## src/rtl/cs_stream_feeder.sv

```systemverilog
// Source-side feeder for the CS block: buffers host samples in a FIFO, streams one per clock into CS X,
// and captures CS Y only when every slot of the CS window holds a genuine sample.
module cs_stream_feeder #(
    parameter int FIFO_DEPTH = 16,
    parameter int CNT_W      = $clog2(FIFO_DEPTH) + 1
) (
    input  logic             clk,
    input  logic             reset,
    input  logic [7:0]       in_data,
    input  logic             in_valid,
    output logic             in_ready,
    input  logic             run,
    output logic [7:0]       x_out,
    input  logic [9:0]       y_in,
    output logic [9:0]       y_out,
    output logic             y_valid,
    output logic             underrun,
    output logic [CNT_W-1:0] fifo_count
);

    localparam int AW = $clog2(FIFO_DEPTH);

    typedef enum logic [1:0] {
        IDLE   = 2'd0,
        PRIME  = 2'd1,
        STREAM = 2'd2
    } state_t;

    state_t           state, state_next;
    logic [3:0]       prime_cnt, prime_cnt_next;
    logic             underrun_next;

    logic [7:0]       mem [FIFO_DEPTH];
    logic [AW-1:0]    wr_ptr, rd_ptr;
    logic [CNT_W-1:0] count;
    logic             full, empty, push, pop;

    logic             xv;
    logic [8:0]       vwin;

    assign full       = (count == CNT_W'(FIFO_DEPTH));
    assign empty      = (count == '0);
    assign in_ready   = !full;
    assign push       = in_valid && !full;
    assign pop        = run && !empty && (state != IDLE);
    assign fifo_count = count;

    always_ff @(posedge clk) begin
        if (push) begin
            mem[wr_ptr] <= in_data;
        end
    end

    // Full is judged before any same-cycle pop, so a pop never frees room for a push in that cycle.
    always_ff @(posedge clk or posedge reset) begin
        if (reset) begin
            wr_ptr <= '0;
            rd_ptr <= '0;
            count  <= '0;
        end else begin
            if (push) begin
                wr_ptr <= wr_ptr + 1'b1;
            end
            if (pop) begin
                rd_ptr <= rd_ptr + 1'b1;
            end
            case ({push, pop})
                2'b10:   count <= count + 1'b1;
                2'b01:   count <= count - 1'b1;
                default: count <= count;
            endcase
        end
    end

    // vwin trails x_out by one edge, exactly as CS captures X, so &vwin marks a window of real samples.
    always_ff @(posedge clk or posedge reset) begin
        if (reset) begin
            x_out    <= '0;
            xv       <= 1'b0;
            vwin     <= '0;
            y_out    <= '0;
            y_valid  <= 1'b0;
            underrun <= 1'b0;
        end else begin
            x_out    <= pop ? mem[rd_ptr] : 8'h00;
            xv       <= pop;
            vwin     <= {vwin[7:0], xv};
            underrun <= underrun_next;
            if (&vwin) begin
                y_out   <= y_in;
                y_valid <= 1'b1;
            end else begin
                y_valid <= 1'b0;
            end
        end
    end

    always_ff @(posedge clk or posedge reset) begin
        if (reset) begin
            state     <= IDLE;
            prime_cnt <= '0;
        end else begin
            state     <= state_next;
            prime_cnt <= prime_cnt_next;
        end
    end

    // Outside IDLE, run=1 with data always pops, so the prime count only clears on an empty FIFO.
    always_comb begin
        state_next     = state;
        prime_cnt_next = prime_cnt;
        underrun_next  = 1'b0;
        if (!run) begin
            state_next     = IDLE;
            prime_cnt_next = '0;
        end else begin
            case (state)
                IDLE: begin
                    state_next = PRIME;
                end
                PRIME: begin
                    if (empty) begin
                        underrun_next  = 1'b1;
                        prime_cnt_next = '0;
                    end else if (prime_cnt == 4'd8) begin
                        state_next     = STREAM;
                        prime_cnt_next = '0;
                    end else begin
                        prime_cnt_next = prime_cnt + 1'b1;
                    end
                end
                STREAM: begin
                    if (empty) begin
                        underrun_next  = 1'b1;
                        state_next     = PRIME;
                        prime_cnt_next = '0;
                    end
                end
                default: begin
                    state_next = IDLE;
                end
            endcase
        end
    end

endmodule
```

## config.mk

```make
export PLATFORM = sky130hd
export DESIGN_NAME = cs_stream_feeder
export DESIGN_NICKNAME = d
export VERILOG_FILES = /design/src/rtl/cs_stream_feeder.sv
export SDC_FILE = /design/constraint.sdc
export NUM_CORES = 1
export LEC_CHECK = 0
export ABC_CLOCK_PERIOD_IN_PS = 4000
export CORE_ASPECT_RATIO = 0.9
export CORE_MARGIN = 2
export CORE_UTILIZATION = 60
export CTS_BUF_LIST = sky130_fd_sc_hd__clkbuf_8
export DETAILED_ROUTE_END_ITERATION = 16
export DONT_BUFFER_PORTS = 1
export PLACE_DENSITY = 0.76
export SLEW_MARGIN = 20
export SYNTH_ARGS = -nofsm -noshare
export SYNTH_HDL_FRONTEND = slang
export SYNTH_SLANG_ARGS = --single-unit
export TNS_END_PERCENT = 10
```

## constraint.sdc

```tcl
create_clock -name clk -period 4 [get_ports clk]
set_input_delay 0.4 -clock clk [delete_from_list [all_inputs] [get_ports clk]]
set_output_delay 0.4 -clock clk [all_outputs]
set_load 0.03 [all_outputs]
```

# [Word-level counts from Yosys, hierarchy flattened]
# Memory sizes are Yosys's and may differ from the RTL's.
# Index checks and enable logic that the tools add are counted.
[op_classes] add_sub_neg=5 n_reduce_logical=13 n_eq_ne=10 muxes=18
[op_table] operator="$mux W4" n=4
[op_table] operator="$add A4 B1 Y4 const B" n=3
[op_table] operator="$pmux W5 S2" n=1
[op_table] operator="$ne A3 B3 Y1 const B" n=3
[op_table] operator="$reduce_and A9 Y1" n=1
[op_table] operator="$mux W2" n=4
[op_table] operator="$mux W8" n=1
[op_table] operator="$pmux W4 S2" n=1
[op_table] operator="$mux W1" n=6
[op_table] operator="$pmux W2 S3" n=1
[op_table] operator="$add A5 B1 Y5 const B" n=1
[op_table] operator="$eq A5 B5 Y1 const B" n=1
[op_table] operator="$logic_not A5 Y1" n=1
[op_table] operator="$sub A5 B1 Y5 const B" n=1
[op_table] operator="$eq A2 B1 Y1 const B" n=2
[op_table] operator="$eq A2 B2 Y1 const B" n=2
[op_table] operator="$eq A4 B4 Y1 const B" n=1
[op_table] operator="$reduce_bool A2 Y1" n=2
[op_table] operator="$logic_and A1 B1 Y1" n=3
[op_table] operator="$ne A3 B1 Y1 const B" n=1
[op_table] operator="$reduce_and A3 Y1" n=1
[op_table] operator="$logic_not A1 Y1" n=2
[op_table] operator="$logic_not A2 Y1" n=1
[op_table] operator="$reduce_and A2 Y1" n=1
[op_table] operator="$reduce_or A2 Y1" n=1
[totals] inputBits=22 ram_bits=128 regBits=49 output_inout_bits=26 memories=1
[mem_list] memory="mem" depth=16 word_bits=8 read_ports=1 rd_ports_with_merged_regs=0 write_ports=1 line_no="33" source="logic [7:0] mem [FIFO_DEPTH];"

# [Depth between registers and ports, before layout]
# Gate-level depths: netlist of the first run.
[logic_depth] ltp_word=6 mapped_depth=12 ltp_nobuf=10

# [Worst setup path before layout of the first run]
# OpenSTA, ideal clock, no wires.
[synth_timing] path_kind="register to register" from="register count[2], in the netlist fifo_count[2]" to="register count[4], in the netlist fifo_count[4]" required_ps=3856 n_path_buf=1 setup_slack_ps=856 setup_time_ps=144 arrival_time_ps=2999 path_stages_with_launch=12 path_cell_list="dfrtp_1 > nor4_4 > a21boi_2 > inv_1 > ha_1 > clkbuf_1 > xor2_1 > ha_1 > o211ai_1 > nor4b_1 > a2111oi_0 > o211ai_1"
[synth_via] elab_chain_cells=6 word_cells_on_any_way=13 cone_classes="add/sub: 2; eq/ne: 3; mux: 1; reduce/logical: 7"
[synth_rtl] element="start, declared" line_no="35" source="logic [CNT_W-1:0] count;"
[synth_rtl] element="start signal, assigned" line_no="68" source="2'b10: count <= count + 1'b1;"
[synth_rtl] element="start signal, assigned" line_no="69" source="2'b01: count <= count - 1'b1;"
[synth_rtl] element="start signal, assigned" line_no="70" source="default: count <= count;"
[synth_rtl] element="$logic_not A5 Y1" line_no="42" source="assign empty = (count == '0);"
[synth_rtl] element="$logic_not A1 Y1" line_no="45" source="assign pop = run && !empty && (state != IDLE);"
[synth_rtl] element="$logic_and A1 B1 Y1 (2 in a row)" line_no="45"
[synth_rtl] element="$eq A2 B1 Y1 or $eq A2 B2 Y1 (tied branches)" line_no="67" source="case ({push, pop})"
[synth_rtl] element="$pmux W5 S2 or $reduce_bool A2 Y1 (tied branches)"
# Parallel ways exist; a longest one is shown, timed or not.
# A chain may end at the register's enable or synchronous reset.

# [Worst setup path in the final report of the first run]
# Ends and elaborated chain as after synthesis.

==> summary.md, run 1 <==
| Metric | Value |
|---|---|
| Run status | complete, but fails checks |
| Failing checks | hold timing |
| Seq cells post-synth | about 180 |
| Cell taking the most area after synthesis | edfxtp_1 |
| Minimum clock period | roughly 3500 ps |
| Clock root cell | clkbuf_8 |
| TNS Setup | 0 ps |
| Vias in the first global route | around 3,500 |
| CORE AREA | ~12,000 sq um |
| Fillcell total | between 700 and 800 |
| Die W | 119 microns |
| H-Tree Depth | 4 |
| CTS tree | done |
| Final hold slack | -26.4 ps |
| Drt first pass iters | 4 |
| Slew margin rel. | between 20% and 30% |
| Post-CTS Setup Bufs | 0 |
| Antenna viol nets, final | 0 |
| Power Internal | approximately 3.5 mW |
| Sw Share | a little under a third |
| Static Leak | between 2 and 3 nW |
| Synth Flop Type | edfxtp_1 |
| Die height | approximately 110 microns |
| WL/cell | approximately 22 microns |
| Crit path DAT | between 3000 and 4000 ps |
| Fin crit share | 86.9% |
| Combinational power share | around a quarter |
| RSZ-0062 raised after global routing | false |
| CP Capture Type | register |
| Top cells by area, synth | edfxtp_1 54%, dfrtp_1 17%, mux4_2 10%, ha_1 2.6%, mux2i_1 2.5% |
| Rows | 37 |
| Post-synthesis sequential area ratio | slightly above 70% |
| Largest net degree at the start of global routing | 50 |
| Yosys warning count | 0 |
| Worst endpoint required time | about 4300 ps |
| CP Launch Type | register |
| CTS buffer count | 17 |
| Die ar. | about 13,000 sq um |
| Cts repair resizes | 0 |
| IO Count | 48 |
| Syn Nets | 434 |
| DRT Wirelength | around 13,000 microns |
| Placed Instance Area | ~7300 sq um |
| Post-synth top cells | 128 x edfxtp_1, 49 x dfrtp_1, 32 x mux4_2, 19 x nand2_1 |
| Maximum VDD drop | between 0.3 and 0.4 mV |
| Placer Congestion | approximately 0.86 |
| Post-DP HPWL | a little over 8000 microns |
| Fin Clk Skew | ~12 ps |
| Final setup viols | 0 |
| Skew-Pair Late Insertion Delay | approximately 450 ps |
| Clock power frac | between 20% and 30% |
| Setup slack, reg-to-reg | around 520 ps |
| # diodes | 0 |
| Fin nets | 439 |
| Cell area after synthesis | 7130 sq um |
| Post-Layout Inst Area | about 7700 sq um |
| Area grow syn2layout | 7.58% |
| GRT Residual Overflow | 0 |
| Worst Tran Pin Value | roughly 1100 ps |
| Largest stage delay, worst path | around 650 ps |
| F_max | roughly 290 MHz |
| Cell variety after synth | slightly below 50 |
| Max-Cap Viols | 0 |
| Top cell type's share of synthesized area | a little over half |
| Vias per cell | around 6.1 |
| Initial antenna violation count | 1 |
| Asr flop ratio synth | around 28% |
| Pins Over Slew Limit | 0 |
| Final hold viol count | between 40 and 50 |
| IO buf count | 0 |
| Post-synth EDFFs | between 100 and 150 |
| Setup Crit Path Kind | reg -> reg |
| Global-route wire length before repair | 19,900 microns |
| Post-Syn Instances | 397 |
| Initial Util | slightly above 60% |
| # hold bufs at CTS | 0 |
| Maximum clock insertion buffer count | 2 |
| Sequential share of power | between 50% and 60% |
| P_sw | between 1.5 and 2 mW |
| CP Cell Sequence | nor4_4 > a21boi_2 > inv_1 > ha_1 > xor2_1 > ha_1 > o211ai_1 > nor4b_1 > a2111oi_0 > o211ai_1 |
| Pwr dens | ~670 nW/um^2 |
| Clock transition at path regs | 90 ps |
| Top-count cell post-synth | edfxtp_1 |
| Drt drc | 0 |
| Vias | between 3,000 and 4,000 |
| Crit-path max FO | 12 |
| Hold/Removal Path Class | in -> async |
| Detailed router's first-iteration violation count | 342 |
| Clk sinks | 177 |
| Gr usage total | 21.8% |
| Mean post-synth cell area | approximately 18 sq um |
| Share of cells above drive strength 1 | between 20% and 30% |
| Slowest stage cell, crit path | nor4_4 |
[kinds of logic after synthesis]
| logic type | after synthesis | share of synthesized area [%] |
|---|---|---|
| mux | 62 | 14.5 |
| xor+xnor | 10 | 1.23 |
| fa+ha+maj | 15 | 2.63 |
| compound gates | 33 | 3.53 |
| flops | 177 | 71.1 |
| simple gates | 70 | 5.14 |
| buf+inv | 30 | 1.81 |
[sequential cells by signal, summed over array words and instances, names as in the netlist]
signal and count:
fifo_count 5, xv 1, rd_ptr 4, vwin 9, prime_cnt 4, state 2, wr_ptr 4, y_valid 1
underrun 1, y_out 10, x_out 8, mem 128
[worst paths after layout]
| check | from | end | cells after the start |
|---|---|---|---|
| max | fifo_count[2] | fifo_count[4] | 10 |
| min | reset | prime_cnt[1] | 1 |
| max reg2reg | fifo_count[2] | fifo_count[4] | 10 |
| min reg2reg | xv | vwin[0] | 0 |
| max in group asynchronous | reset | rd_ptr[3] | 1 |
| min in group clk | in_data[1] | mem[8][1] | 0 |
[worst max-delay path, delay by kind of cell (launching register included)]
kind,cells,cell delay (ps)
DFF,1,590
and+or+nand+nor,2,840
xor gates and xnor gates,1,190
adders and majority gates,2,650
buffers and inverters,1,130
AOI/OAI and AO/OA,4,940
[metrics by stage]
step,utilization (%),power (mW),worst slack (ps),cells
5_1_grt,66.5,5.39,287,571
3_3_place_gp,63.1,3.92,723,539
3_5_place_dp,63.1,3.98,556,539
6_report,66.5,5.11,523,571
2_1_floorplan,-,3.64,856,397
4_1_cts,66.5,5.16,532,571
[power by group through the flow]
stage / clock (mW) / combinational, mW / sequential [mW]
finish: 1.19 / 1.19 / 2.73
global route: 1.30 / 1.31 / 2.78
CTS: 1.22 / 1.20 / 2.74
detailed placement: 0 / 1.20 / 2.78
global placement: 0 / 1.16 / 2.76
floorplan: 0 / 1.13 / 2.51
[cell type report]
cell class	instances	area (sq um)	area share, %
sequential	177	5070	66.1
multi-input combinational	190	1930	25.2
clock buffer	17	234	3.05
tap	156	195	2.55
clock inverter	15	154	2.01
timing repair buffer	6	45.0	0.587
inverter	10	38.8	0.506
[placed cells by master (no fill, tap or decap), types with 8 or more instances in the layout]
cell type,Yosys,routed
mux2_2,12,12
nand2_1,19,19
mux2i_1,18,18
clkbuf_8,0,17
ha_1,15,15
inv_1,10,13
o22ai_1,8,8
mux4_2,32,32
edfxtp_1,128,128
nor2_1,18,18
dfrtp_1,49,47
[routing by layer]
layer  GRT usage, %  vias up  routed length (microns)
met5              0        -                       13
met4           7.06        2                      126
met3           7.04       12                     1170
met2           31.3      140                     5820
met1           32.1     1789                     5470
li1               -     1546                        -
Power figures use the tool's default switching activity.
==> inputs of run 2 (changes only) <==
--- a/config.mk
+++ b/config.mk
@@ -5,7 +5,7 @@
 export SDC_FILE = /design/constraint.sdc
 export NUM_CORES = 1
 export LEC_CHECK = 0
-export ABC_CLOCK_PERIOD_IN_PS = 4000
+export ABC_CLOCK_PERIOD_IN_PS = 4400
 export CORE_ASPECT_RATIO = 0.9
 export CORE_MARGIN = 2
 export CORE_UTILIZATION = 60
==> constraint.sdc (replaced) <==
create_clock -name clk -period 4.4 [get_ports clk]
set_input_delay 0.44 -clock clk [delete_from_list [all_inputs] [get_ports clk]]
set_output_delay 0.44 -clock clk [all_outputs]
set_load 0.03 [all_outputs]
==> summary.md, run 2 (synthesis gave the netlist of run 1 again) <==
| Metric | Value |
|---|---|
| Setup Crit Path Kind | reg -> reg |
| IO buf count | 0 (unchanged) |
| WL/cell | 21.9 microns (-0.95%) |
| Clock power frac | 23.2% (about the same) |
| Largest registers | mem x128, y_out x10, vwin x9 |
| Setup slack, reg-to-reg | 990 ps (+470 ps) |
| Pins Over Slew Limit | 0 (unchanged) |
| Post-DP HPWL | 8030 microns (-1.2%) |
| Placer Congestion | 0.848 (-1.5%) |
| Vias | 3,449 (-1.1%) |
| Rows | 37 (unchanged) |
| Non-filler cells, final | 571 (unchanged) |
| F_max | 293 MHz (+1.9%) |
| Area grow syn2layout | 7.51% (about the same) |
| Cts repair resizes | 0 (unchanged) |
| RSZ-0062 raised after global routing | false |
| Die ar. | 12,800 sq um (unchanged) |
| Die W | 119 microns (unchanged) |
| CTS tree | done |
| Failing checks | hold timing |
| Sw Share | 31.7% (-0.28 points) |
| Combinational power share | 23.4% (about the same) |
| Fin nets | 439 (unchanged) |
| Reg-to-Reg End | fifo_count[4] |
| Die height | 107 microns (unchanged) |
| DRT Wirelength | 12,500 microns (-0.95%) |
| Minimum clock period | 3410 ps (-66.4 ps) |
| Crit path DAT | 3730 ps (-60 ps) |
| Skew-Pair Late Insertion Delay | 460 ps (about the same) |
| Vias per cell | 6.04 (-1.1%) |
| CP Launch Type | register |
| Clock root cell | clkbuf_8 |
| Maximum VDD drop | 0.286 mV (-17%) |
| R2R depth | 10 (unchanged) |
| TNS Setup | 0 ps (unchanged) |
| Sequential share of power | 53.4% (about the same) |
| Crit-path max FO | 12 (unchanged) |
| Routed wl met3 | 739 microns (-37%) |
| Run status | complete, but fails checks |
| Post-CTS Setup Bufs | 0 (unchanged) |
| CP Capture Type | register |
| Drt drc | 0 (unchanged) |
| Antenna viol nets, final | 0 (unchanged) |
| Worst endpoint required time | 4720 ps (+400 ps) |
| Max-Cap Viols | 0 (unchanged) |
| Fin crit share | 77.5% (-9.4 points) |
| Fin Clk Skew | 9.62 ps (-2.37 ps) |
| Largest net degree at the start of global routing | 50 (unchanged) |
| Most common cell after layout, fill and taps aside | edfxtp_1 |
| Worst r2r src | fifo_count[2] |
| CORE AREA | 11,500 sq um (unchanged) |
| GRT Residual Overflow | 0 (unchanged) |
| H-Tree Depth | 4 (unchanged) |
| Drt first pass iters | 5 (+1) |
| CTS buffer count | 17 (unchanged) |
| Most frequent cells in the layout | 128 x edfxtp_1, 47 x dfrtp_1, 32 x mux4_2 |
| Initial Util | 61.8% (unchanged) |
| Top routing layer used | met4 |
| Largest Register | mem |
| Final setup viols | 0 (unchanged) |
| Clock transition at path regs | 80 ps (about the same) |
| Met2 WL | 5620 microns (-3.4%) |
| Share of cells above drive strength 1 | 20.7% (-0.48 points) |
| Global-route wire length before repair | 19,600 microns (-1.5%) |
| Dpl cells | 539 (unchanged) |
| PnR Total Power | 4.64 mW (-9.1%) |
| P_sw | 1.47 mW (-9.9%) |
| # hold bufs at CTS | 0 (unchanged) |
| Power Internal | 3.17 mW (-8.8%) |
| Clk sinks | 177 (unchanged) |
| Gr usage total | 21.5% (-0.29 points) |
| Pwr dens | 606 nW/um^2 (-9.1%) |
| Final hold viol count | 31 (-37%) |
| Wl on met1 | 5750 microns (+5.3%) |
| Vias in the first global route | 3,499 (+0.81%) |
| Final hold slack | -7.38 ps (+19.0 ps) |
| Hold/Removal Path Class | in -> async |
| IO Count | 48 (unchanged) |
| Static Leak | 2.77 nW (+0.76%) |
| # diodes | 0 (unchanged) |
| Maximum clock insertion buffer count | 2 (unchanged) |
| Fillcell total | 743 (-1.8%) |
| Initial antenna violation count | 0 (-1) |
| Max reg flops | 128 (unchanged) |
| Worst Tran Pin Value | 1050 ps (-12.1 ps) |
| Detailed router's first-iteration violation count | 319 (-6.7%) |
| Slew margin rel. | 30.3% (+0.80 points) |
-- run 2: changes by cell type in the layout (fill, tap and decap cells not counted), sizes merged --
cell / previous run / this run
clkinvlp: 3 / 0
inv: 13 / 16
clkbuf: 17 / 18
clkinv: 6 / 5
-- run 2: metrics by stage --
| step | util, % | setup WS [ps] | instance area, sq um |
|---|---|---|---|
| 2_1_floorplan | - | 1260 | 7130 |
| 3_3_place_gp | 63.1 | 1120 | 7280 |
| 3_5_place_dp | 63.1 | 963 | 7280 |
| 4_1_cts | 66.5 | 970 | 7660 |
| 5_1_grt | 66.5 | 656 | 7660 |
| 6_report | 66.5 | 990 | 7660 |
-- run 2: critical path, stage by stage, from the launching register on --
cell and delay (ps):
dfrtp_1 570, nor4_4 640, a21boi_2 230, inv_1 130
ha_1 410, xor2_1 190, ha_1 210, o211ai_1 130
nor4b_1 180, a2111oi_0 420, o211ai_1 160
-- run 2: area by class of cell --
type	instances	area [sq um]	area share (%)
sequential	177	5070	66.2
multi-input combinational	190	1930	25.2
clock buffer	18	248	3.23
tap	156	195	2.55
clock inverter	14	135	1.76
timing repair buffer	6	45.0	0.588
inverter	10	38.8	0.506
-- run 2: metal layers --
layer | vias up | GRT usage (%)
li1 | 1549 | -
met1 | 1764 | 31.2
met2 | 112 | 30.1
met3 | 24 | 6.20
met4 | 0 | 10.8
met5 | - | 0
-- run 2: power groups by stage --
stage | registers, mW | logic [mW] | clock network, mW
detailed placement | 2.53 | 1.09 | 0
global placement | 2.51 | 1.06 | 0
floorplan | 2.28 | 1.03 | 0
CTS | 2.49 | 1.09 | 1.10
global route | 2.53 | 1.19 | 1.16
finish | 2.48 | 1.09 | 1.08
-- run 2: how the worst max path moves through the flow --
stage	from	endpoint	cells past startpoint
6_report	fifo_count[2]	fifo_count[4]	10
3_5_place_dp	fifo_count[2]	fifo_count[4]	10
3_3_place_gp	fifo_count[2]	fifo_count[4]	10
4_1_cts	fifo_count[2]	fifo_count[4]	10
5_1_grt	fifo_count[2]	fifo_count[4]	10
2_1_floorplan	fifo_count[2]	fifo_count[4]	11
==> inputs of run 3 (changes only) <==
--- a/config.mk
+++ b/config.mk
@@ -5,14 +5,14 @@
 export SDC_FILE = /design/constraint.sdc
 export NUM_CORES = 1
 export LEC_CHECK = 0
-export ABC_CLOCK_PERIOD_IN_PS = 4400
+export ABC_CLOCK_PERIOD_IN_PS = 2800
 export CORE_ASPECT_RATIO = 0.9
 export CORE_MARGIN = 2
-export CORE_UTILIZATION = 60
+export CORE_UTILIZATION = 59
 export CTS_BUF_LIST = sky130_fd_sc_hd__clkbuf_8
 export DETAILED_ROUTE_END_ITERATION = 16
 export DONT_BUFFER_PORTS = 1
-export PLACE_DENSITY = 0.76
+export PLACE_DENSITY = 0.78
 export SLEW_MARGIN = 20
 export SYNTH_ARGS = -nofsm -noshare
 export SYNTH_HDL_FRONTEND = slang
==> constraint.sdc (replaced) <==
create_clock -name clk -period 2.8 [get_ports clk]
set_input_delay 0.28 -clock clk [delete_from_list [all_inputs] [get_ports clk]]
set_output_delay 0.28 -clock clk [all_outputs]
set_load 0.03 [all_outputs]
==> summary.md, run 3 (synthesis gave the netlist of run 1 again) <==
| Metric | Value |
|---|---|
| H-Tree Depth | 4 (unchanged) |
| Setup Crit Path Kind | reg -> reg |
| Most common cell after layout, fill and taps aside | edfxtp_1 |
| Maximum VDD drop | 0.496 mV (+73%) |
| Fin Clk Skew | 9.74 ps (+0.126 ps) |
| Crit-path max FO | 12 (unchanged) |
| Combinational power share | 27.4% (+4.0 points) |
| Placer Congestion | 0.845 (-0.34%) |
| Power Internal | 5.53 mW (+74%) |
| Most frequent cells in the layout | 128 x edfxtp_1, 47 x dfrtp_1, 32 x mux4_2 |
| Clk sinks | 177 (unchanged) |
| CP Launch Type | register |
| Static Leak | 3.00 nW (+8.3%) |
| CTS tree | done |
| Post-DP HPWL | 8460 microns (+5.3%) |
| Initial Util | 59.7% (-2.1 points) |
| Drt drc | 0 (unchanged) |
| Rows | 38 (+2.7%) |
| CP Capture Type | register |
| Post-Layout Inst Area | 8190 sq um (+6.9%) |
| Share of cells above drive strength 1 | 26.0% (+5.3 points) |
| Clock root cell | clkbuf_8 |
| IO Count | 48 (unchanged) |
| Largest registers | mem x128, y_out x10, vwin x9 |
| Initial antenna violation count | 1 (+1) |
| F_max | 391 MHz (+33%) |
| Final worst slack | 243 ps (-746 ps) |
| Drt first pass iters | 4 (-1) |
| Run status | complete, no violations |
| Skew-Pair Late Insertion Delay | 450 ps (about the same) |
| Detailed router's first-iteration violation count | 360 (+13%) |
| Place WS | 123 ps (-840 ps) |
| IO buf count | 0 (unchanged) |
| Worst endpoint required time | 3110 ps (-1610 ps) |
| Largest Register | mem |
| WL/cell | 21.2 microns (-2.9%) |
| Vias per cell | 5.90 (-2.3%) |
| Final hold slack | 65.6 ps (+73.0 ps) |
| Minimum clock period | 2560 ps (-854 ps) |
| Antenna viol nets, final | 0 (unchanged) |
| Final setup viols | 0 (unchanged) |
| DRT Wirelength | 13,100 microns (+5.1%) |
| GRT Residual Overflow | 0 (unchanged) |
| Non-filler cells, final | 618 (+8.2%) |
| Final hold viol count | 0 (-100%) |
| Vias in the first global route | 3,737 (+6.8%) |
| Dpl cells | 563 (+4.5%) |
| Sequential share of power | 45.6% (-7.8 points) |
| Pwr dens | 970 nW/um^2 (+60%) |
| Fin nets | 481 (+9.6%) |
| CORE AREA | 11,900 sq um (+3.5%) |
| Area grow syn2layout | 14.9% |
| Pins Over Slew Limit | 0 (unchanged) |
| RSZ-0062 raised after global routing | false |
| Vias | 3,646 (+5.7%) |
| Worst Tran Pin Value | 930 ps (-115 ps) |
| Die height | 108 microns (+0.81%) |
| Clock power frac | 27.0% (+3.8 points) |
| Die ar. | 13,000 sq um (+1.6%) |
| Hold/Removal Path Class | in -> reg |
| Gr usage total | 22.0% (+0.52 points) |
| Largest net degree at the start of global routing | 34 (-32%) |
| Max reg flops | 128 (unchanged) |
| Maximum clock insertion buffer count | 2 (unchanged) |
| Clock transition at path regs | 90 ps (about the same) |
| Fin crit share | 91.3% (+14 points) |
| Die W | 120 microns (+0.82%) |
| Max-Cap Viols | 0 (unchanged) |
| CTS buffer count | 17 (unchanged) |
| Placed Instance Area | 7460 sq um (+2.5%) |
| Slew margin rel. | 37.7% (+7.5 points) |
| P_sw | 2.41 mW (+64%) |
| Global-route wire length before repair | 20,500 microns (+4.8%) |
| Crit path DAT | 2870 ps (-860 ps) |
| Sw Share | 30.4% (-1.3 points) |
run 3: final timing paths:
| kind | startpoint | end | slack (ps) | cells after the start |
|---|---|---|---|---|
| setup / recovery | fifo_count[2] | fifo_count[4] | 240 | 10 |
| hold / removal | run | prime_cnt[2] | 70 | 2 |
| setup reg to reg | fifo_count[2] | fifo_count[4] | 240 | 10 |
| hold reg to reg | xv | vwin[0] | 350 | 0 |
| max in group asynchronous | reset | x_out[5] | 1700 | 3 |
| min in group asynchronous | reset | vwin[8] | 410 | 2 |
run 3: timing repair:
item                                    CTS  global route
gates resized for setup                   0             1
setup buffers                             0             2
hold endpoints to repair                175             0
endpoints found under the setup margin    0             1
hold buffers                             20             0
run 3: through the flow:
stage	total power, mW	TNS, ps	util (%)
floorplan	5.23	-117	-
global placement	5.71	0	62.5
detailed placement	5.81	0	62.5
CTS	7.99	0	68.4
global route	8.32	0	68.6
finish	7.95	0	68.6
run 3: layer usage:
metal | vias to the layer above | global-route usage (%) | share of wire [%]
met1 | 1871 | 28.7 | 41
met4 | 0 | 6.47 | 0.79
li1 | 1630 | - | -
met2 | 136 | 35.8 | 51
met5 | - | 0 | 0
met3 | 9 | 7.49 | 7.2
run 3: cell type report:
| cell class | count | area (sq um) |
|---|---|---|
| well taps | 160 | 200 |
| inverters | 10 | 37.5 |
| fillers | 717 | 3740 |
| clock inverters | 14 | 258 |
| multi-input cells | 190 | 1950 |
| diodes | 1 | 2.50 |
| flip-flops and latches | 177 | 5070 |
| repair buffers | 48 | 423 |
| clock buffers | 18 | 248 |
run 3: worst max-delay path: stages, from the launching register on:
cell	delay, ps
dfrtp_1	420
nor4_4	340
buf_4	180
a211oi_4	60
ha_4	210
xor2_1	170
ha_2	190
o211ai_1	220
nor4_1	80
a2111oi_0	390
o211ai_1	150
run 3: power groups by stage:
stage / clock [mW] / combinational, mW / sequential, mW
2_1_floorplan: 0 / 1.64 / 3.58
3_3_place_gp: 0 / 2.06 / 3.65
3_5_place_dp: 0 / 2.13 / 3.68
4_1_cts: 2.18 / 2.18 / 3.63
5_1_grt: 2.28 / 2.37 / 3.67
6_report: 2.15 / 2.18 / 3.62
